$ cat src/rtl/irq_controller.sv
// Seven-level interrupt controller for a 68000 bus.
// Synchronises active-low level requests, applies a CPU-writable mask, and drives the
// highest-priority pending level onto IPL. Answers the CPU's interrupt-acknowledge cycle
// with a per-level IACK strobe (vectoring device), an autovector (VPA) or a bus error
// (spurious acknowledge). Also exposes a small register window (MASK/AVEC/PENDING/STATUS).
//
// Ports:
//   clk, rst            CPU clock, asynchronous active-high reset
//   irq_n[6:0]          active-low requests, bit n-1 = level n
//   as, uds, lds, rw    68000 strobes (active-low) and read/write
//   fc[2:0]             function code, 3'b111 = IACK cycle
//   addr_l[2:0]         A3..A1
//   cs_n                register-window select
//   data_in/data_out    register write/read data, data_oe high while driving
//   ipl[2:0]            active-low encoded level to CPU
//   iack_out_n[6:0]     active-low per-level acknowledge strobes
//   dev_dtack_n         DTACK from the device being acknowledged
//   dtack, vpa, berr    active-low bus responses
module irq_controller #(
  parameter int unsigned NUM_SYNC = 2
) (
  input  logic       clk,
  input  logic       rst,
  input  logic [6:0] irq_n,
  input  logic       as,
  input  logic       uds,
  input  logic       lds,
  input  logic       rw,
  input  logic [2:0] fc,
  input  logic [2:0] addr_l,
  input  logic       cs_n,
  input  logic [7:0] data_in,
  output logic [7:0] data_out,
  output logic       data_oe,
  output logic [2:0] ipl,
  output logic [6:0] iack_out_n,
  input  logic       dev_dtack_n,
  output logic       dtack,
  output logic       vpa,
  output logic       berr
);

  typedef enum logic [2:0] {
    StIdle,
    StReg,
    StIackDev,
    StIackAuto,
    StIackSpur,
    StDone
  } state_e;

  state_e     state_q, state_d;
  logic [6:0] sync_q [NUM_SYNC];
  logic [7:1] mask_q;
  logic [7:0] avec_q;
  logic [7:0] status_q;
  logic [7:0] rdata_q;
  logic       rd_q;
  logic [2:0] ipl_q;

  logic [7:1] pending;
  logic [7:0] pend8;
  logic [2:0] level;
  logic [1:0] reg_idx;
  logic [7:0] rdata_mux;
  logic       in_iack;
  logic       iack_entry;
  logic       reg_entry;
  logic       reg_write;
  logic       reg_read;
  logic       unused_uds;

  assign unused_uds = uds;

  // Request synchroniser; cleared to the deasserted (high) level.
  always_ff @(posedge clk or posedge rst) begin
    if (rst) begin
      for (int i = 0; i < NUM_SYNC; i++) sync_q[i] <= 7'h7F;
    end else begin
      sync_q[0] <= irq_n;
      for (int i = 1; i < NUM_SYNC; i++) sync_q[i] <= sync_q[i-1];
    end
  end

  assign pending = ~sync_q[NUM_SYNC-1] & mask_q;
  assign pend8   = {pending, 1'b0};

  // Priority encoder: highest pending level wins, 0 = none.
  always_comb begin
    level = 3'd0;
    for (int i = 1; i < 8; i++) begin
      if (pending[i]) level = 3'(i);
    end
  end

  assign in_iack = (state_q == StIackDev) || (state_q == StIackAuto) ||
                   (state_q == StIackSpur);

  // IPL held during acknowledge so the level being acknowledged cannot move.
  always_ff @(posedge clk or posedge rst) begin
    if (rst) begin
      ipl_q <= 3'b111;
    end else if (!in_iack) begin
      ipl_q <= ~level;
    end
  end

  assign ipl = ipl_q;

  assign reg_idx    = addr_l[1:0];
  assign iack_entry = (state_q == StIdle) && !as && (fc == 3'b111);
  assign reg_entry  = (state_q == StIdle) && !as && (fc != 3'b111) && !cs_n;
  assign reg_read   = rw && !lds;
  // Write commits in the first REG cycle only; REG always lasts one cycle.
  assign reg_write  = (state_q == StReg) && !as && !rw && !lds;

  always_comb begin
    rdata_mux = 8'h00;
    unique case (reg_idx)
      2'd0:    rdata_mux = {mask_q, 1'b0};
      2'd1:    rdata_mux = avec_q;
      2'd2:    rdata_mux = pend8;
      default: rdata_mux = status_q;
    endcase
  end

  always_ff @(posedge clk or posedge rst) begin
    if (rst) begin
      mask_q   <= '0;
      avec_q   <= '0;
      status_q <= '0;
      rdata_q  <= '0;
      rd_q     <= 1'b0;
    end else begin
      if (reg_write) begin
        case (reg_idx)
          2'd0:    mask_q <= data_in[7:1];
          2'd1:    avec_q <= data_in;
          default: ;
        endcase
      end
      // Read data is captured at entry so the STATUS clear-on-read returns the old flag.
      if (reg_entry) begin
        rd_q    <= reg_read;
        rdata_q <= rdata_mux;
      end
      if (iack_entry) begin
        status_q <= {status_q[7] | ~pend8[addr_l], 4'b0000, addr_l};
      end else if (reg_entry && reg_read && (reg_idx == 2'd3)) begin
        status_q[7] <= 1'b0;
      end
    end
  end

  always_ff @(posedge clk or posedge rst) begin
    if (rst) begin
      state_q <= StIdle;
    end else begin
      state_q <= state_d;
    end
  end

  always_comb begin
    state_d = state_q;
    unique case (state_q)
      StIdle: begin
        if (!as) begin
          if (fc == 3'b111) begin
            if (!pend8[addr_l])     state_d = StIackSpur;
            else if (avec_q[addr_l]) state_d = StIackAuto;
            else                     state_d = StIackDev;
          end else if (!cs_n) begin
            state_d = StReg;
          end
        end
      end
      StReg:                                    state_d = as ? StIdle : StDone;
      StIackDev, StIackAuto, StIackSpur, StDone: if (as) state_d = StIdle;
      default:                                  state_d = StIdle;
    endcase
  end

  always_comb begin
    dtack      = 1'b1;
    vpa        = 1'b1;
    berr       = 1'b1;
    iack_out_n = 7'h7F;
    data_oe    = 1'b0;
    unique case (state_q)
      StReg, StDone: begin
        dtack   = 1'b0;
        data_oe = rd_q;
      end
      StIackDev: begin
        dtack      = dev_dtack_n;
        // Level is 1..7 here; level 0 always routes to the spurious path.
        iack_out_n = ~(7'd1 << (status_q[2:0] - 3'd1));
      end
      StIackAuto: vpa  = 1'b0;
      StIackSpur: berr = 1'b0;
      default: ;
    endcase
  end

  assign data_out = data_oe ? rdata_q : 8'h00;

endmodule

$ cat config.mk
export PLATFORM = sky130hd
export DESIGN_NAME = irq_controller
export DESIGN_NICKNAME = d
export VERILOG_FILES = /design/src/rtl/irq_controller.sv
export SDC_FILE = /design/constraint.sdc
export NUM_CORES = 1
export LEC_CHECK = 0
export BUFFER_PORTS_ARGS = -buffer_cell sky130_fd_sc_hd__buf_2
export CORE_ASPECT_RATIO = 2
export CORE_MARGIN = 2
export CORE_UTILIZATION = 54
export DETAILED_ROUTE_END_ITERATION = 12
export PLACE_DENSITY = 0.79
export SYNTH_ARGS = -nofsm -noshare
export SYNTH_HDL_FRONTEND = slang
export SYNTH_SLANG_ARGS = --single-unit
$ cat constraint.sdc
create_clock -name clk -period 2.1 [get_ports clk]
set_clock_uncertainty 0.05 [all_clocks]
set_input_delay 0.42 -clock clk [delete_from_list [all_inputs] [get_ports clk]]
set_output_delay 0.42 -clock clk [all_outputs]
set_load 0.02 [all_outputs]
==> results of run 1 <==
-- layout by cell type, fill, tap and decap left out, types with 2 or more instances in the layout --
master	n
mux2_1	2
clkbuf_8	6
dfrtp_2	3
and3b_1	2
nor3b_1	2
o21ai_1	2
nor2b_1	7
a31oi_1	6
nand2_1	27
and2_1	9
mux2_2	14
buf_2	48
inv_1	6
a21oi_1	7
o31ai_1	6
mux2i_1	4
o21ai_0	9
mux2_4	3
a2111oi_0	2
dfstp_2	17
buf_4	9
nor2_1	11
nand2b_1	2
nand3_1	4
dfrtp_1	28
a32oi_1	4
nand2_2	3
-- worst max-delay path, delay by kind of cell (launching register included) --
kind                       cells  cell delay, ps
DFF                            1             460
adders and majority gates      1             220
and+or+nand+nor                3             450
buffers and inverters          1             160
-- cells by family (layout without fill, tap and decap cells) --
logic type,after synthesis,count (layout),synth area share (%)
AOI/OAI and AO/OA,42,42,12.0
DFF,48,48,52.6
xor gates and xnor gates,1,1,0.377
and+or+nand+nor,83,83,20.2
buffers and inverters,14,72,2.91
muxes,23,23,11.4
adders and majority gates,1,1,0.538
-- per-layer routing --
| layer | part of all wire (%) | track usage, % | wire length (µm) | up-vias |
|---|---|---|---|---|
| li1 | - | - | - | 861 |
| met1 | 35 | 21.0 | 1670 | 877 |
| met2 | 56 | 38.7 | 2660 | 61 |
| met3 | 4.4 | 3.24 | 209 | 17 |
| met4 | 3.9 | 12.1 | 184 | 0 |
| met5 | 0 | 0 | 0 | - |
-- registers in the layout, summed over array words and instances, names as in the netlist --
signal and flops:
sync_q 14, avec_q 8, rdata_q 8, mask_q 7, status_q 4, ipl 3, state_q 3, rd_q 1
-- how the worst min path moves through the flow --
stage | slack, ps | endpoint
CTS | 40 | mask_q[6]
global route | 70 | mask_q[6]
detailed placement | 300 | sync_q[3]
global placement | 300 | sync_q[4]
floorplan | 300 | sync_q[0]
finish | 30 | avec_q[7]
-- metrics by stage --
step / hold slack [ps] / TNS, ps / instance area [µm²] / worst slack (ps) / cells
floorplan: 295 / 0 / 2320 / 383 / 212
global route: 69.2 / -16.9 / 2790 / -16.9 / 322
global placement: 296 / 0 / 2640 / 203 / 312
detailed placement: 297 / 0 / 2640 / 149 / 312
CTS: 38.2 / 0 / 2740 / 15.4 / 320
finish: 31.1 / 0 / 2790 / 40.5 / 322
-- synth_stat cells (2+ instances only) --
cell type / number
a2111oi_0: 2
a21oi_1: 7
a31oi_1: 6
a32oi_1: 4
and2_1: 9
and3b_1: 2
buf_2: 3
clkbuf_1: 2
dfrtp_1: 31
dfstp_2: 17
inv_1: 7
mux2_1: 2
mux2_2: 14
mux2_4: 3
mux2i_1: 4
nand2_1: 27
nand2_2: 3
nand2b_1: 3
nand3_1: 4
nor2_1: 12
nor2b_1: 7
nor3_1: 2
nor3b_1: 2
o21ai_0: 9
o21ai_1: 2
o31ai_1: 6
-- repair_timing --
item | CTS | global route
setup buffers | 0 | 2
pin swaps | 1 | 2
gates resized for setup | 1 | 11
setup endpoints to repair | 3 | 7
-- layout make-up --
| cell class | instances | area, µm² |
|---|---|---|
| Inverter | 7 | 26.3 |
| Clock buffer | 7 | 86.3 |
| Clock inverter | 1 | 7.51 |
| Sequential cell | 48 | 1230 |
| Multi-Input combinational cell | 150 | 1070 |
| Fill cell | 337 | 1340 |
| Timing Repair Buffer | 57 | 308 |
| Tap cell | 52 | 65.1 |
-- report_power, final --
part / total, mW / internal (mW) / switching, mW / leakage (nW)
Combinational: 1.09 / 0.545 / 0.542 / 0.646
Clock: 0.558 / 0.267 / 0.290 / 0.0445
Sequential: 1.52 / 1.26 / 0.255 / 0.582
==> results.sh, run 1 <==
export IMPL_clockBufferDepth=2
export IMPL_grt_pass1_wl_mm=7.78
export IMPL_dp_hpwl_mm=3.66
export IMPL_synth_top_area_share_pct=33.4
export IMPL_grt_pass1_vias=1739
export IMPL_io_pins=51
export IMPL_irDropWorstVdd_mv=0.610
export IMPL_dieWidth_um=50.4
export IMPL_dieArea_mm2=0.00488
export IMPL_crit_type="reg -> out"
export IMPL_antennaDiodeCount=0
export IMPL_synthDistinctLibCells=48
export IMPL_drt_total_wl_mm=4.73
export IMPL_p_leak_nw=1.27
export IMPL_slew_violations=0
export IMPL_core_mm2=0.00413
export IMPL_crit_fanout=5
export IMPL_synth_seq_cells=48
export IMPL_syn_area_per_cell_um2=11.0
export IMPL_core_rowCount=33
export IMPL_r2r_end="status_q[1]"
export IMPL_setup_viol=0
export IMPL_startpoint_type="flop"
export IMPL_cap_viol_max_count=0
export IMPL_drtIter0Drc=50
export IMPL_final_util_pct=67.7
export IMPL_syn_num_nets=242
export IMPL_worstSetupStartpoint="status_q[0]"
export IMPL_powerDensity_mw_per_mm2=1130
export IMPL_critPathMaxStageDelay_ps=460
export IMPL_yosysWarnings=0
export IMPL_rr_startpoint="state_q[1]"
export IMPL_netlist_instances=212
export IMPL_routed_via_count=1816
export IMPL_ctsHoldBuffers=0
export IMPL_clk_latency_ps=300
export IMPL_antenna_found_initial=0
export IMPL_routed_via_density=5.64
export IMPL_track_usage_pct=21.0
export IMPL_grt_max_degree=21
export IMPL_rrSetupSlack_ps=310
export IMPL_worst_path_max_delay_cell="dfrtp_2"
export IMPL_worst_pin_slew_ps=385
export IMPL_port_buffers=49
export IMPL_timing_fmax_mhz=486
export IMPL_period_share_pct=98.1
export IMPL_ys_seq_area_share_pct=52.6
export IMPL_cts_sinks=48
export IMPL_async_reset_ff_share_pct=100
export IMPL_report_power_total_mw=3.16
export IMPL_gp_congestion=0.871
export IMPL_die_height_um=96.8
export IMPL_initial_utilization_pct=56.3
export IMPL_dr_pass1_iters=4
export IMPL_cts_tree="done"
export IMPL_ant_nets=0
export IMPL_htree_levels=2
export IMPL_hold_class="in -> async"
export IMPL_synthFlopType="dfrtp_1"
export IMPL_drt_wirelength_per_cell_um=14.7
export IMPL_netlist_area_mm2=0.00232
export IMPL_hold_violations=0
export IMPL_numCtsBuffers=5
export IMPL_rr_worst_depth=4
export IMPL_path_clk_slew_ps=90
export IMPL_root_buffer="clkbuf_8"
export IMPL_worst_slew_margin_rel_pct=73.7
export IMPL_min_period_ps=2060
export IMPL_synth_edff_count=0
export IMPL_cp_endpoint="iack_out_n[2]"
export IMPL_synth_largest_area_cell="dfrtp_1"
export IMPL_cp_end_kind="primary output"
export IMPL_worstPathArrival_ps=1590
export IMPL_drcViolationCount=0
export IMPL_worstPathRequired_ps=1630
export IMPL_nets=299
export IMPL_crit_chain="nor2_4 > ha_4 > nor3_4 > nand3_1 > buf_4"
export IMPL_syn2layout_area_growth_pct=20.2
export IMPL_drive_gt1_share_pct=44.1
export IMPL_status="complete, no violations"
export IMPL_grt_overflow=0
export IMPL_synth_area_leaders="dfrtp_1 (33%), dfstp_2 (19%), mux2_2 (6.8%)"
No activity file was read; power rests on OpenSTA's default activity.
==> inputs of run 2 (changes only) <==
CELL_PAD_IN_SITES_DETAIL_PLACEMENT = 0   (was unset)
CELL_PAD_IN_SITES_GLOBAL_PLACEMENT = 2   (was unset)
CORE_UTILIZATION = 34   (was 54)
PLACE_DENSITY = unset   (was 0.79)
PLACE_DENSITY_LB_ADDON = 0.1   (was unset)
==> run 2 against run 1 <==
Effect of this change: sequential cell count stayed put; largest cell class unchanged; final area is 4.1% higher; final cell count is 11% higher; first-iteration DRC count is 6.0% lower; maximum frequency is 1.8% higher; clock power is 67% higher; total power is 9.4% higher.
==> results.sh, run 2 (synthesized netlist as in run 1, its figures left out) <==
export IMPL_hold_class="in -> async"
export IMPL_drcViolationCount=0
export IMPL_worst_slew_margin_rel_pct=67.2
export IMPL_cp_end_kind="primary output"
export IMPL_cts_sinks=48
export IMPL_clk_latency_ps=290
export IMPL_track_usage_pct=15.6
export IMPL_placed_cell_area_mm2=0.00272
export IMPL_initial_utilization_pct=35.1
export IMPL_top_regs="sync_q x14, avec_q x8, rdata_q x8"
export IMPL_core_mm2=0.00662
export IMPL_drt_total_wl_mm=5.37
export IMPL_worst_pin_slew_ps=492
export IMPL_grt_pass1_wl_mm=9.03
export IMPL_post_cts_setup_buffer_count=0
export IMPL_antenna_found_initial=0
export IMPL_hold_violations=0
export IMPL_routed_via_density=4.89
export IMPL_crit_fanout=7
export IMPL_path_clk_slew_ps=60
export IMPL_dp_hpwl_mm=4.27
export IMPL_min_period_ps=2020
export IMPL_timing_fmax_mhz=494
export IMPL_layout_commonest_cell="buf_2"
export IMPL_powerDensity_mw_per_mm2=1190
export IMPL_ant_nets=0
export IMPL_htree_levels=2
export IMPL_cap_viol_max_count=0
export IMPL_crit_type="reg -> out"
export IMPL_dr_pass1_iters=2
export IMPL_root_buffer="clkbuf_16"
export IMPL_antennaDiodeCount=0
export IMPL_dieWidth_um=62.5
export IMPL_rsz0062_at_grt="true"
export IMPL_grt_overflow=0
export IMPL_p_leak_nw=1.32
export IMPL_worstPathArrival_ps=1550
export IMPL_slew_violations=0
export IMPL_gp_congestion=0.741
export IMPL_core_rowCount=42
export IMPL_port_buffers=49
export IMPL_critPathMaxStageDelay_ps=440
export IMPL_syn2layout_area_growth_pct=25.1
export IMPL_drive_gt1_share_pct=42.4
export IMPL_period_share_pct=96.3
export IMPL_finish_instance_area_mm2=0.00291
export IMPL_die_height_um=121
export IMPL_io_pins=51
export IMPL_rr_worst_depth=4
export IMPL_crit_chain="nor2_1 > ha_1 > nor3_2 > nand3_1 > buf_2"
export IMPL_startpoint_type="flop"
export IMPL_drt_wirelength_per_cell_um=15.0
export IMPL_top_register="sync_q"
export IMPL_dieArea_mm2=0.00756
export IMPL_routed_via_count=1744
export IMPL_grt_pass1_vias=1868
export IMPL_clockBufferDepth=2
export IMPL_final_util_pct=43.9
export IMPL_cts_tree="done"
export IMPL_worst_path_max_delay_cell="dfrtp_1"
export IMPL_setup_viol=0
export IMPL_worstPathRequired_ps=1630
export IMPL_grt_max_degree=28
export IMPL_numCtsBuffers=5
export IMPL_status="complete, no violations"
export IMPL_drtIter0Drc=47
export IMPL_largest_reg_flops=14
export IMPL_final_cell_mix="buf_2 (49), dfrtp_1 (31), nand2_1 (27)"
export IMPL_irDropWorstVdd_mv=0.727
export IMPL_nets=298
run 2: final cells by class:
class | count | area (µm²)
fill | 677 | 3710
tap | 88 | 110
multi-input combinational | 150 | 1050
sequential | 48 | 1220
clock buffer | 6 | 139
clock inverter | 2 | 38.8
inverter | 7 | 26.3
timing repair buffer | 56 | 323
run 2: critical path, delay by kind of cell (launching register included):
kind / cells / cell delay (ps)
flops: 1 / 440
simple gates: 3 / 410
buf+inv: 1 / 170
fa+ha+maj: 1 / 250
run 2: layer usage:
| metal | part of all wire, % | vias to the layer above | GRT usage (%) | routed length (µm) |
|---|---|---|---|---|
| met5 | 0 | - | 0 | 0 |
| met3 | 2.8 | 7 | 2.32 | 151 |
| met1 | 38 | 844 | 15.7 | 2030 |
| met4 | 2.0 | 0 | 7.08 | 107 |
| li1 | - | 859 | - | - |
| met2 | 57 | 34 | 30.8 | 3080 |
run 2: path summary, 6_finish.rpt:
| path | from | endpoint | slack, ps |
|---|---|---|---|
| worst min-delay path | rst | mask_q[1] | 100 |
| worst max-delay path | status_q[0] | iack_out_n[2] | 80 |
| max in group asynchronous | rst | ipl[2] | 1310 |
| worst max register to register | state_q[1] | status_q[2] | 280 |
| min in group clk | irq_n[6] | sync_q[13] | 170 |
| worst min register to register | sync_q[7] | sync_q[0] | 310 |
run 2: timing repair:
item	4_1_cts	5_1_grt
hold buffers	0	0
gates resized for setup	2	2
endpoints found under the setup margin	3	7
pin swaps	0	1
run 2: power by group:
part           switching, mW  internal [mW]
logic                  0.518          0.500
clock network          0.336          0.596
registers              0.248           1.26
run 2: per-stage QoR:
step | total power [mW] | cells | TNS (ps) | setup slack (ps) | hold slack [ps]
finish | 3.46 | 357 | 0 | 77.5 | 102
global route | 3.70 | 357 | -43.5 | -39.4 | 137
CTS | 3.51 | 357 | 0 | 7.43 | 119
detailed placement | 2.55 | 349 | 0 | 228 | 297
global placement | 2.53 | 349 | 0 | 228 | 296
floorplan | 2.23 | 212 | 0 | 383 | 295
==> inputs of run 3 (changes only) <==
CORE_MARGIN = unset   (was 2)
HOLD_SLACK_MARGIN = 0.1   (was unset)
==> run 3 against run 2 <==
Effect of this change: worst hold slack worse by 2.8 ps; final area up 0.13%; die area down 4.8%; sequential cell count unchanged; register-to-register slack worse by 20 ps; final cell count up 0.28%; largest power group unchanged; highest routed layer unchanged.
==> results.sh, run 3 (synthesized netlist as in run 1, its figures left out) <==
export IMPL_final_util_pct=44.0
export IMPL_path_clk_slew_ps=60
export IMPL_io_pins=51
export IMPL_worst_pin_slew_ps=534
export IMPL_min_period_ps=2020
export IMPL_period_share_pct=96.2
export IMPL_die_height_um=119
export IMPL_report_power_total_mw=3.50
export IMPL_rr_worst_depth=4
export IMPL_hold_violations=0
export IMPL_antenna_found_initial=0
export IMPL_cap_viol_max_count=0
export IMPL_htree_levels=2
export IMPL_p_leak_nw=1.32
export IMPL_core_mm2=0.00662
export IMPL_cts_sinks=48
export IMPL_grt_busiest_layer="met2"
export IMPL_critPathMaxStageDelay_ps=450
export IMPL_core_rowCount=42
export IMPL_grt_pass1_wl_mm=8.67
export IMPL_drt_total_wl_mm=5.37
export IMPL_whs_ps=98.7
export IMPL_setup_viol=0
export IMPL_grt_overflow=0
export IMPL_track_usage_pct=16.6
export IMPL_globalRouteMet1Util_pct=18.9
export IMPL_rrSetupSlack_ps=260
export IMPL_met2_usage_pct=29.4
export IMPL_port_buffers=49
export IMPL_numCtsBuffers=5
export IMPL_fin_tns_setup_ps=0
export IMPL_multi_input_area_mm2=0.00105
export IMPL_irDropWorstVdd_mv=0.664
export IMPL_layout_commonest_cell="buf_2"
export IMPL_grtUsageMet3_pct=2.61
export IMPL_routed_via_density=4.87
export IMPL_ctsHoldBuffers=0
export IMPL_drive_gt1_share_pct=43.3
export IMPL_final_cell_mix="buf_2 (49), dfrtp_1 (29), nand2_1 (27)"
export IMPL_seqCellArea_mm2=0.00122
export IMPL_routed_via_count=1745
export IMPL_drtIter0Drc=36
export IMPL_antennaDiodeCount=0
export IMPL_worst_path_max_delay_cell="dfrtp_2"
export IMPL_dp_hpwl_mm=4.20
export IMPL_dieWidth_um=60.5
export IMPL_worst_slew_margin_rel_pct=63.5
export IMPL_crit_type="reg -> out"
export IMPL_worstPathRequired_ps=1630
export IMPL_worstPathArrival_ps=1550
export IMPL_clockBufferDepth=2
export IMPL_powerDensity_mw_per_mm2=1200
export IMPL_r2r_end="status_q[0]"
export IMPL_clk_latency_ps=290
export IMPL_hold_class="in -> async"
export IMPL_crit_fanout=7
export IMPL_timing_fmax_mhz=495
export IMPL_syn2layout_area_growth_pct=25.2
export IMPL_grt_pass1_vias=1742
export IMPL_n_fill_cell=703
export IMPL_top_regs="sync_q x14, avec_q x8, rdata_q x8"
export IMPL_rr_startpoint="state_q[0]"
export IMPL_largest_reg_flops=14
export IMPL_cts_tree="done"
export IMPL_slew_violations=0
export IMPL_cp_end_kind="primary output"
export IMPL_root_buffer="clkbuf_16"
export IMPL_drcViolationCount=0
export IMPL_top_register="sync_q"
export IMPL_initial_utilization_pct=35.1
export IMPL_nets=299
export IMPL_status="complete, no violations"
export IMPL_dr_pass1_iters=4
export IMPL_gp_congestion=0.774
export IMPL_grt_max_degree=28
export IMPL_crit_chain="nor2_1 > ha_1 > and2_1 > nand3_1 > buf_2"
export IMPL_ant_nets=0
export IMPL_dieArea_mm2=0.00719
export IMPL_drt_wirelength_per_cell_um=15.0
export IMPL_startpoint_type="flop"
export IMPL_rsz0062_at_grt="true"
-- run 3: changes by cell type in the layout (fill, tap and decap cells not counted) --
cell,delta
buf_12,-1
buf_4,+2
dfrtp_1,-2
dfrtp_2,+2
nor3_2,-1
nor3_4,+1
-- run 3: timing repair --
action	4_1_cts	5_1_grt
pin swaps	0	1
buffers inserted	0	0
gates resized for setup	3	4
endpoints found under the setup margin	3	4
-- run 3: worst max path at each step --
stage	end	from	cells past startpoint	slack, ps
finish	iack_out_n[6]	status_q[0]	5	80
global route	iack_out_n[6]	status_q[0]	5	-3
CTS	iack_out_n[2]	status_q[0]	5	20
detailed placement	state_q[0]	addr_l[1]	6	210
global placement	state_q[0]	addr_l[1]	6	210
floorplan	iack_out_n[2]	status_q[0]	4	380
-- run 3: critical path, delay by kind of cell (launching register included) --
family / cells / cell delay (ps)
flops: 1 / 450
buf+inv: 1 / 160
simple gates: 3 / 390
fa+ha+maj: 1 / 270
-- run 3: power by group --
part / switching (mW) / internal, mW
Combinational: 0.530 / 0.503
Clock: 0.344 / 0.596
Sequential: 0.260 / 1.26
Total: 1.13 / 2.36
-- run 3: routing by layer --
| layer | wire length [µm] | part of all wire (%) |
|---|---|---|
| met1 | 2130 | 40 |
| met2 | 2960 | 55 |
| met3 | 156 | 2.9 |
| met4 | 124 | 2.3 |
| met5 | 0 | 0 |
-- run 3: area by class of cell --
cell class                 count  area share (%)
inverter                       7           0.902
clock inverter                 2            1.33
sequential                    48            42.1
timing repair buffer          57            10.9
multi-input combinational    150            36.2
clock buffer                   6            4.77
tap                           88            3.78
-- run 3: metrics by stage --
step	setup slack, ps	cells	area [µm²]
after floorplan	383	212	2320
after global placement	214	350	2710
after detailed placement	209	350	2710
after CTS	16.6	358	2900
after global routing	-2.64	358	2910
final	80.5	358	2910
